## config.mk

```make
export PLATFORM = sky130hd
export DESIGN_NAME = gray_counter_param
export DESIGN_NICKNAME = d
export VERILOG_FILES = /design/src/rtl/gray_pkg.sv /design/src/rtl/gray_counter_param.sv
export SDC_FILE = /design/constraint.sdc
export NUM_CORES = 1
export LEC_CHECK = 0
export CELL_PAD_IN_SITES_DETAIL_PLACEMENT = 1
export CELL_PAD_IN_SITES_GLOBAL_PLACEMENT = 1
export CORE_MARGIN = 1.5
export CORE_UTILIZATION = 30
export CTS_BUF_LIST = sky130_fd_sc_hd__clkbuf_4
export CTS_CLUSTER_SIZE = 30
export DETAILED_ROUTE_END_ITERATION = 7
export PLACE_DENSITY = 0.81
export SYNTH_ARGS = -nofsm -noshare
export SYNTH_HDL_FRONTEND = slang
export SYNTH_SLANG_ARGS = --single-unit
```

## constraint.sdc

```tcl
create_clock -name Clk -period 1.6 [get_ports Clk]
set_clock_uncertainty 0.1 [all_clocks]
set_input_delay 0.16 -clock Clk [delete_from_list [all_inputs] [get_ports Clk]]
set_output_delay 0.16 -clock Clk [all_outputs]
set_load 0.05 [all_outputs]
```

## src/rtl/gray_pkg.sv

```systemverilog
// Shared Gray/binary conversion helpers for the Gray counter family.
// Functions operate on a fixed maximum width; callers zero-extend and truncate.
package gray_pkg;

  localparam int MAX_W = 16;

  function automatic logic [MAX_W-1:0] bin2gray(input logic [MAX_W-1:0] b);
    return b ^ (b >> 1);
  endfunction

  // Zero-extended inputs decode correctly: leading zero Gray bits give leading zero binary bits.
  function automatic logic [MAX_W-1:0] gray2bin(input logic [MAX_W-1:0] g);
    logic [MAX_W-1:0] b;
    b[MAX_W-1] = g[MAX_W-1];
    for (int i = MAX_W - 2; i >= 0; i--) begin
      b[i] = b[i+1] ^ g[i];
    end
    return b;
  endfunction

endpackage

```

## src/rtl/gray_counter_param.sv

```systemverilog
// Parametrised up/down Gray counter with parallel Gray load, optional saturation,
// sticky overflow/underflow flags, a one-cycle wrap pulse and a binary mirror.
module gray_counter_param
  import gray_pkg::*;
#(
  parameter int WIDTH    = 3,
  parameter bit SATURATE = 1'b0
) (
  input  logic             Clk,
  input  logic             Reset,
  input  logic             En,
  input  logic             Up,
  input  logic             Load,
  input  logic [WIDTH-1:0] LoadVal,
  input  logic             ClrFlags,
  output logic [WIDTH-1:0] Output,
  output logic [WIDTH-1:0] Binary,
  output logic             Overflow,
  output logic             Underflow,
  output logic             Wrap
);

  localparam logic [WIDTH-1:0] MAX_CNT = {WIDTH{1'b1}};
  localparam logic [WIDTH-1:0] ONE     = WIDTH'(1);

  if (WIDTH < 2 || WIDTH > MAX_W) begin : g_width_check
    $error("gray_counter_param: WIDTH must be in 2..16");
  end

  logic [WIDTH-1:0] cnt_p0;
  logic             ovf_p0;
  logic             unf_p0;
  logic             wrap_p0;

  logic [WIDTH-1:0] cnt_nxt;
  logic [WIDTH-1:0] load_bin;
  logic             at_max;
  logic             at_min;
  logic             ovf_evt;
  logic             unf_evt;

  assign load_bin = WIDTH'(gray2bin(MAX_W'(LoadVal)));
  assign at_max   = (cnt_p0 == MAX_CNT);
  assign at_min   = (cnt_p0 == '0);
  assign ovf_evt  = !Load && En && Up && at_max;
  assign unf_evt  = !Load && En && !Up && at_min;

  always_comb begin
    cnt_nxt = cnt_p0;
    if (Load) begin
      cnt_nxt = load_bin;
    end else if (En) begin
      if (Up) begin
        if (at_max) cnt_nxt = SATURATE ? cnt_p0 : '0;
        else        cnt_nxt = cnt_p0 + ONE;
      end else begin
        if (at_min) cnt_nxt = SATURATE ? cnt_p0 : MAX_CNT;
        else        cnt_nxt = cnt_p0 - ONE;
      end
    end
  end

  // Stage p0: count state and flags; a new event beats a simultaneous clear.
  always_ff @(posedge Clk) begin
    if (Reset) begin
      cnt_p0  <= '0;
      ovf_p0  <= 1'b0;
      unf_p0  <= 1'b0;
      wrap_p0 <= 1'b0;
    end else begin
      cnt_p0  <= cnt_nxt;
      ovf_p0  <= ovf_evt | (ovf_p0 & ~ClrFlags);
      unf_p0  <= unf_evt | (unf_p0 & ~ClrFlags);
      wrap_p0 <= ovf_evt | unf_evt;
    end
  end

  assign Output    = WIDTH'(bin2gray(MAX_W'(cnt_p0)));
  assign Binary    = cnt_p0;
  assign Overflow  = ovf_p0;
  assign Underflow = unf_p0;
  assign Wrap      = wrap_p0;

endmodule

```

==> summary.md, run 1 <==
| Metric | Value |
|---|---|
| Status | finished clean |
| Core Area | 0.00128 mm2 |
| Least-Margin Pin Slew | ~0.29 ns |
| Placement row count | 13 |
| Syn nets | 57 |
| Synth Flop Type | dfxtp_1 |
| Yosys top cell by area | dfxtp_1 |
| VDD IR-drop max | 0.000451 V |
| Hpwl dp | 866 um |
| DR iter-0 viols | 0 |
| Mapped cell area | 409 um2 |
| Hold crit path type | reg2reg |
| Pin count of the biggest net entering global routing | 9 |
| TNS Setup | 0 ns |
| Area of the die | 0.00159 mm2 |
| Synth top area cells | dfxtp_1 29%, ha_1 12%, a2111oi_2 7.3%, nor3_1 4.9%, nor3b_4 4.6% |
| Kind of critical path | reg2reg |
| Worst slew margin | 80.2% |
| I/O pins | 18 |
| TritonCTS clock tree | built |
| Post-synth EDFFs | 0 |
| Starting density of the core | 31.8% |
| Synth cell types | 25 |
| Mapped Cells | 44 |
| Worst-skew pair later-pin latency | 0.24 ns |
| FFs w/ async S/R, synth | 0% |
| Post-synth top cells | 6 x dfxtp_1, 4 x ha_1, 4 x nor3_1 |
| Top-area cell type share of the netlist area | 29.4% |
| WL/cell | between 10 and 15 um |
| Total number of vias | 426 |
| CTS root buf | clkbuf_4 |
| Final critical-path required period | 1.50 ns |
| Sequential Area | 125 um2 |
| # hold bufs at CTS | 0 |
| Max Fclk | 667 MHz |
| R2R Setup Slk | 0.10 ns |
| Req. time, crit path | 1.62 ns |
| Total chip power | between 600 and 700 uW |
| Seq/Total Area, Yosys | between 20% and 30% |
| Number of max-cap violations | 0 |
| Vias in the first global route | 382 |
| Antenna viol nets, final | 0 |
| CTS H-Tree Depth | 1 |
| P per Cell Area | 858 mW/mm2 |
| Grt ovf | 0 |
| Worst EP arrival | 1.52 ns |
| DR DRC count | 0 |
| Chip Height | 39.9 um |
| Initial DRT Pass Iterations | 1 |
| Buffers on Ports | 17 |
| Leak Pwr | ~0.00029 uW |
| Maximum fanout along the worst path | 5 |
| Fill cell count | approximately 140 |
| Vias per cell | 5.13 |
| Final setup fails | 0 |
| Max stage delay cell, worst path | dfxtp_2 |
| Syn Area/Cell | 9.30 um2 |
| Area Overhead vs Synth | 71.9% |
| Final hold vios | 0 |
| Final core occ | between 50% and 60% |
| Max stage delay on crit path | 0.37 ns |
| Die Width | 39.9 um |
| GP Congestion | 0.859 |
| CP endpoint kind | register |
| Area of the multi-input gates | 275 um2 |
| CP Launch Type | register |
| Clock buffer depth | 2 |
| Synthesized flop and latch total | 6 |
| Sinks on Clock Net | 6 |
| CP cell instances | ha_1 > ha_2 > and3b_1 > nor4_2 > a2111oi_2 |
| Count leader, synth | dfxtp_1 |
| Layout cells sized above 1 | 39.7% |
| Gr usage total | around 17% |
| CTS buffer count | 3 |
| Final nets | 83 |
| Unrepaired setup endpoints after global routing | no |
| First-pass GRT wire length | 1700 um |
| Period utilization | 93.7% |
| Ys Warns | 0 |
| Post-CTS Setup Inserts | 0 |
| Total routed wirelength | about 1200 um |
| Antenna diodes | 0 |
| Max Slew Vio Count | 0 |
| Initial antenna violation count | 0 |
| Clock slew seen by the registers of the worst setup and hold paths | roughly 0.05 ns |
timing repair:
item                                    4_1_cts  5_1_grt
pin swaps                                     0        1
endpoints found under the setup margin        1        2
gates resized for setup                       1        3
endpoints found under the hold margin         0        0
placed cells by master, fill, tap and decap left out, drive strengths merged, types with 2 or more instances in the layout:
master	count
buf	16
clkdlybuf4s50	8
dfxtp	6
nor3	4
ha	4
inv	3
nor2	3
a21oi	3
clkbuf	3
xor2	2
a2111oi	2
metrics by stage:
step                hold WS [ns]  instances  instance area, um2  setup slack (ns)
floorplan                  0.121         44                 414            -0.236
global placement           0.373         80                 659           -0.0487
detailed placement         0.404         80                 659           -0.0577
CTS                        0.429         83                 688            0.0128
global route               0.492         83                 703            0.0288
finish                     0.433         83                 703             0.101
worst paths after layout:
| path | from | to | cells after the start |
|---|---|---|---|
| hold reg to reg | Underflow | Underflow | 2 |
| hold / removal | Underflow | Underflow | 2 |
| setup / recovery | Binary[0] | Binary[1] | 5 |
| setup reg to reg | Binary[0] | Binary[1] | 5 |
where the power goes:
part           internal (uW)  switching (uW)
Clock                   85.0            56.4
Combinational            139             152
Sequential               160            10.4
kinds of logic after synthesis:
group | count (synthesis) | synth area share [%]
AND/OR/NAND/NOR | 15 | 23.2
AO/OA/AOI/OAI | 10 | 20.2
buffers and inverters | 6 | 8.56
flip-flops | 6 | 29.4
adder cells (fa/ha/maj) | 4 | 12.2
XOR/XNOR | 3 | 6.42
area by class of cell:
| type | instances | share of cell area, % |
|---|---|---|
| timing repair buffer | 24 | 35.6 |
| tap | 15 | 2.67 |
| multi-input combinational | 32 | 39.1 |
| clock buffer | 3 | 3.20 |
| sequential | 6 | 17.8 |
| inverter | 3 | 1.60 |
critical path: cells and delay by family, from the launching register on:
kind	cells	cell delay [ns]
AO/OA/AOI/OAI	1	0.06
adder cells (fa/ha/maj)	2	0.38
flip-flops	1	0.37
AND/OR/NAND/NOR	2	0.47
flip-flops by register name, indices dropped and copies added, names as in the netlist:
| name | cells |
|---|---|
| Underflow | 1 |
| Wrap | 1 |
| Overflow | 1 |
| Binary | 3 |
per-layer routing:
layer  share of wire [%]  up-vias  global-route usage, %
li1                    -      211                      -
met1                  40      197                   18.5
met2                  54       16                   29.8
met3                 3.7        2                   3.33
met4                 1.9        0                   12.9
met5                   0        -                      0
Power figures use the tool's default switching activity.
==> run 2: changes to the inputs <==
--- a/config.mk
+++ b/config.mk
@@ -5,11 +5,12 @@
 export SDC_FILE = /design/constraint.sdc
 export NUM_CORES = 1
 export LEC_CHECK = 0
-export CELL_PAD_IN_SITES_DETAIL_PLACEMENT = 1
+export CELL_PAD_IN_SITES_DETAIL_PLACEMENT = 0
 export CELL_PAD_IN_SITES_GLOBAL_PLACEMENT = 1
 export CORE_MARGIN = 1.5
 export CORE_UTILIZATION = 30
 export CTS_BUF_LIST = sky130_fd_sc_hd__clkbuf_4
+export CTS_CLUSTER_DIAMETER = 40
 export CTS_CLUSTER_SIZE = 30
 export DETAILED_ROUTE_END_ITERATION = 7
 export PLACE_DENSITY = 0.81
==> summary.md, run 2 (synthesis results as in run 1) <==
| Metric | Value |
|---|---|
| Layout cells sized above 1 | 41.2% (+1.5 points) |
| DR iter-0 viols | 10 (+10) |
| CP endpoint kind | register |
| Dpl cells | 80 (unchanged) |
| Leak Pwr | 0.000292 uW (+0.32%) |
| DR DRC count | 0 (unchanged) |
| Final core occ | 56.1% (+1.4 points) |
| Hold crit path type | reg2reg |
| P per Cell Area | 845 mW/mm2 (-1.5%) |
| Reg-to-reg critical path startpoint | Binary[1] |
| Grt ovf | 0 (unchanged) |
| Initial antenna violation count | 0 (unchanged) |
| Core Area | 0.00128 mm2 (unchanged) |
| Status | finished clean |
| WL/cell | 12.3 um (-16%) |
| Req. time, crit path | 1.62 ns (about the same) |
| Die Width | 39.9 um (unchanged) |
| HP Start | Overflow |
| Max Fclk | 661 MHz (-0.93%) |
| Final nets | 83 (unchanged) |
| Final setup fails | 0 (unchanged) |
| Final critical-path required period | 1.51 ns (+0.0140 ns) |
| CTS H-Tree Depth | 1 (unchanged) |
| Antenna diodes | 0 (unchanged) |
| Max stage delay on crit path | 0.38 ns (about the same) |
| Buffers on Ports | 17 (unchanged) |
| TritonCTS clock tree | built |
| Starting density of the core | 31.8% (unchanged) |
| CTS root buf | clkbuf_4 |
| Post-DP Area | 659 um2 (unchanged) |
| Cell depth of the worst flop-to-flop path | 5 (unchanged) |
| Commonest non-fill, non-tap cell in the layout | buf_4 |
| Final worst slack | 0.0873 ns (-0.0140 ns) |
| Unrepaired setup endpoints after global routing | no |
| Fill cell count | 116 (-18%) |
| Area of the die | 0.00159 mm2 (unchanged) |
| Hpwl dp | 792 um (-8.6%) |
| Max stage delay cell, worst path | dfxtp_2 |
| Area Overhead vs Synth | 76.1% |
| Hold depth | 2 (unchanged) |
| Clock slew seen by the registers of the worst setup and hold paths | 0.04 ns (about the same) |
| Initial DRT Pass Iterations | 4 (+3) |
| Clock buffer depth | 2 (unchanged) |
| Vias per cell | 5.16 (+0.47%) |
| Max reg flops | 3 (unchanged) |
| Antenna viol nets, final | 0 (unchanged) |
| CP cell instances | ha_1 > ha_4 > and3b_2 > nor4_4 > a2111oi_2 |
| Chip Height | 39.9 um (unchanged) |
| Area of the multi-input gates | 295 um2 (+7.3%) |
| Pin count of the biggest net entering global routing | 9 (unchanged) |
| Final hold vios | 0 (unchanged) |
| First-pass GRT wire length | 1650 um (-2.8%) |
| Period utilization | 94.5% (+0.88 points) |
| Kind of critical path | reg2reg |
| Least-Margin Pin Slew | 0.266 ns (-0.0294 ns) |
| VDD IR-drop max | 0.000455 V (+1.0%) |
| CP Launch Type | register |
| Vias in the first global route | 385 (+0.79%) |
| Sinks on Clock Net | 6 (unchanged) |
| Maximum fanout along the worst path | 5 (unchanged) |
| Finished Layout Cells | 83 (unchanged) |
| Most frequent cells in the layout | 12 x buf_4, 8 x clkdlybuf4s50_1, 4 x dfxtp_1, 4 x nor3_1, 4 x buf_12 |
| CTS buffer count | 3 (unchanged) |
| Placement row count | 13 (unchanged) |
| Sequential Area | 123 um2 (-2.0%) |
| Gr usage total | 16.4% (-0.94 points) |
| Crit path from | Binary[1] |
| # hold bufs at CTS | 0 (unchanged) |
| Post-Place Setup Slack | -0.0698 ns (-0.0122 ns) |
| Max Slew Vio Count | 0 (unchanged) |
| Worst slew margin | 82.3% (+2.1 points) |
| Total number of vias | 428 (+0.47%) |
| Worst-skew pair later-pin latency | 0.25 ns (about the same) |
| Total routed wirelength | 1020 um (-16%) |
| I/O pins | 18 (unchanged) |
| GP Congestion | 0.859 (unchanged) |
| Post-route cell area | 721 um2 (+2.5%) |
| Worst EP arrival | 1.53 ns (about the same) |
| Number of max-cap violations | 0 (unchanged) |
-- run 2: cell counts in the layout (fill, tap and decap cells not counted) --
No cell type changed its count.
-- run 2: routing by layer --
layer	track usage, %	routed length [um]	vias to the layer above
met3	5.56	52	0
met4	13.8	0	0
met1	21.1	452	196
met5	0	0	-
li1	-	-	210
met2	21.4	519	22
-- run 2: cell type report --
type,count,area share (%)
flip-flops and latches,6,17.0
well taps,15,2.60
multi-input cells,32,41.0
inverters,3,1.56
clock buffers,3,3.13
repair buffers,24,34.7
-- run 2: path summary, 6_finish.rpt --
check / slack (ns) / end
setup / recovery: 0.09 / Binary[1]
hold / removal: 0.41 / Overflow
setup reg to reg: 0.09 / Binary[1]
hold reg to reg: 0.41 / Overflow
-- run 2: per-stage QoR --
stage          total power (uW)  hold WS (ns)  TNS [ns]
5_1_grt                     649         0.449         0
6_report                    609         0.414         0
3_5_place_dp                449         0.411   -0.0698
4_1_cts                     600         0.420         0
3_3_place_gp                449         0.373   -0.0487
2_1_floorplan               325         0.121    -0.458
-- run 2: power by group --
| part | leakage [uW] | switching, uW | internal, uW |
|---|---|---|---|
| logic | 0.000229 | 152 | 142 |
| clock network | 0.0000138 | 57.0 | 85.0 |
| registers | 0.0000497 | 12.2 | 160 |
-- run 2: critical path: cells and delay by family (launching register included) --
kind	cells	cell delay (ns)
AOI/OAI and AO/OA	1	0.06
adders and majority gates	2	0.39
DFF	1	0.38
and+or+nand+nor	2	0.45
-- run 2: timing repair --
item,4_1_cts,5_1_grt
gates resized for setup,1,5
buffers inserted,0,0
setup endpoints to repair,1,2
pin swaps,0,1
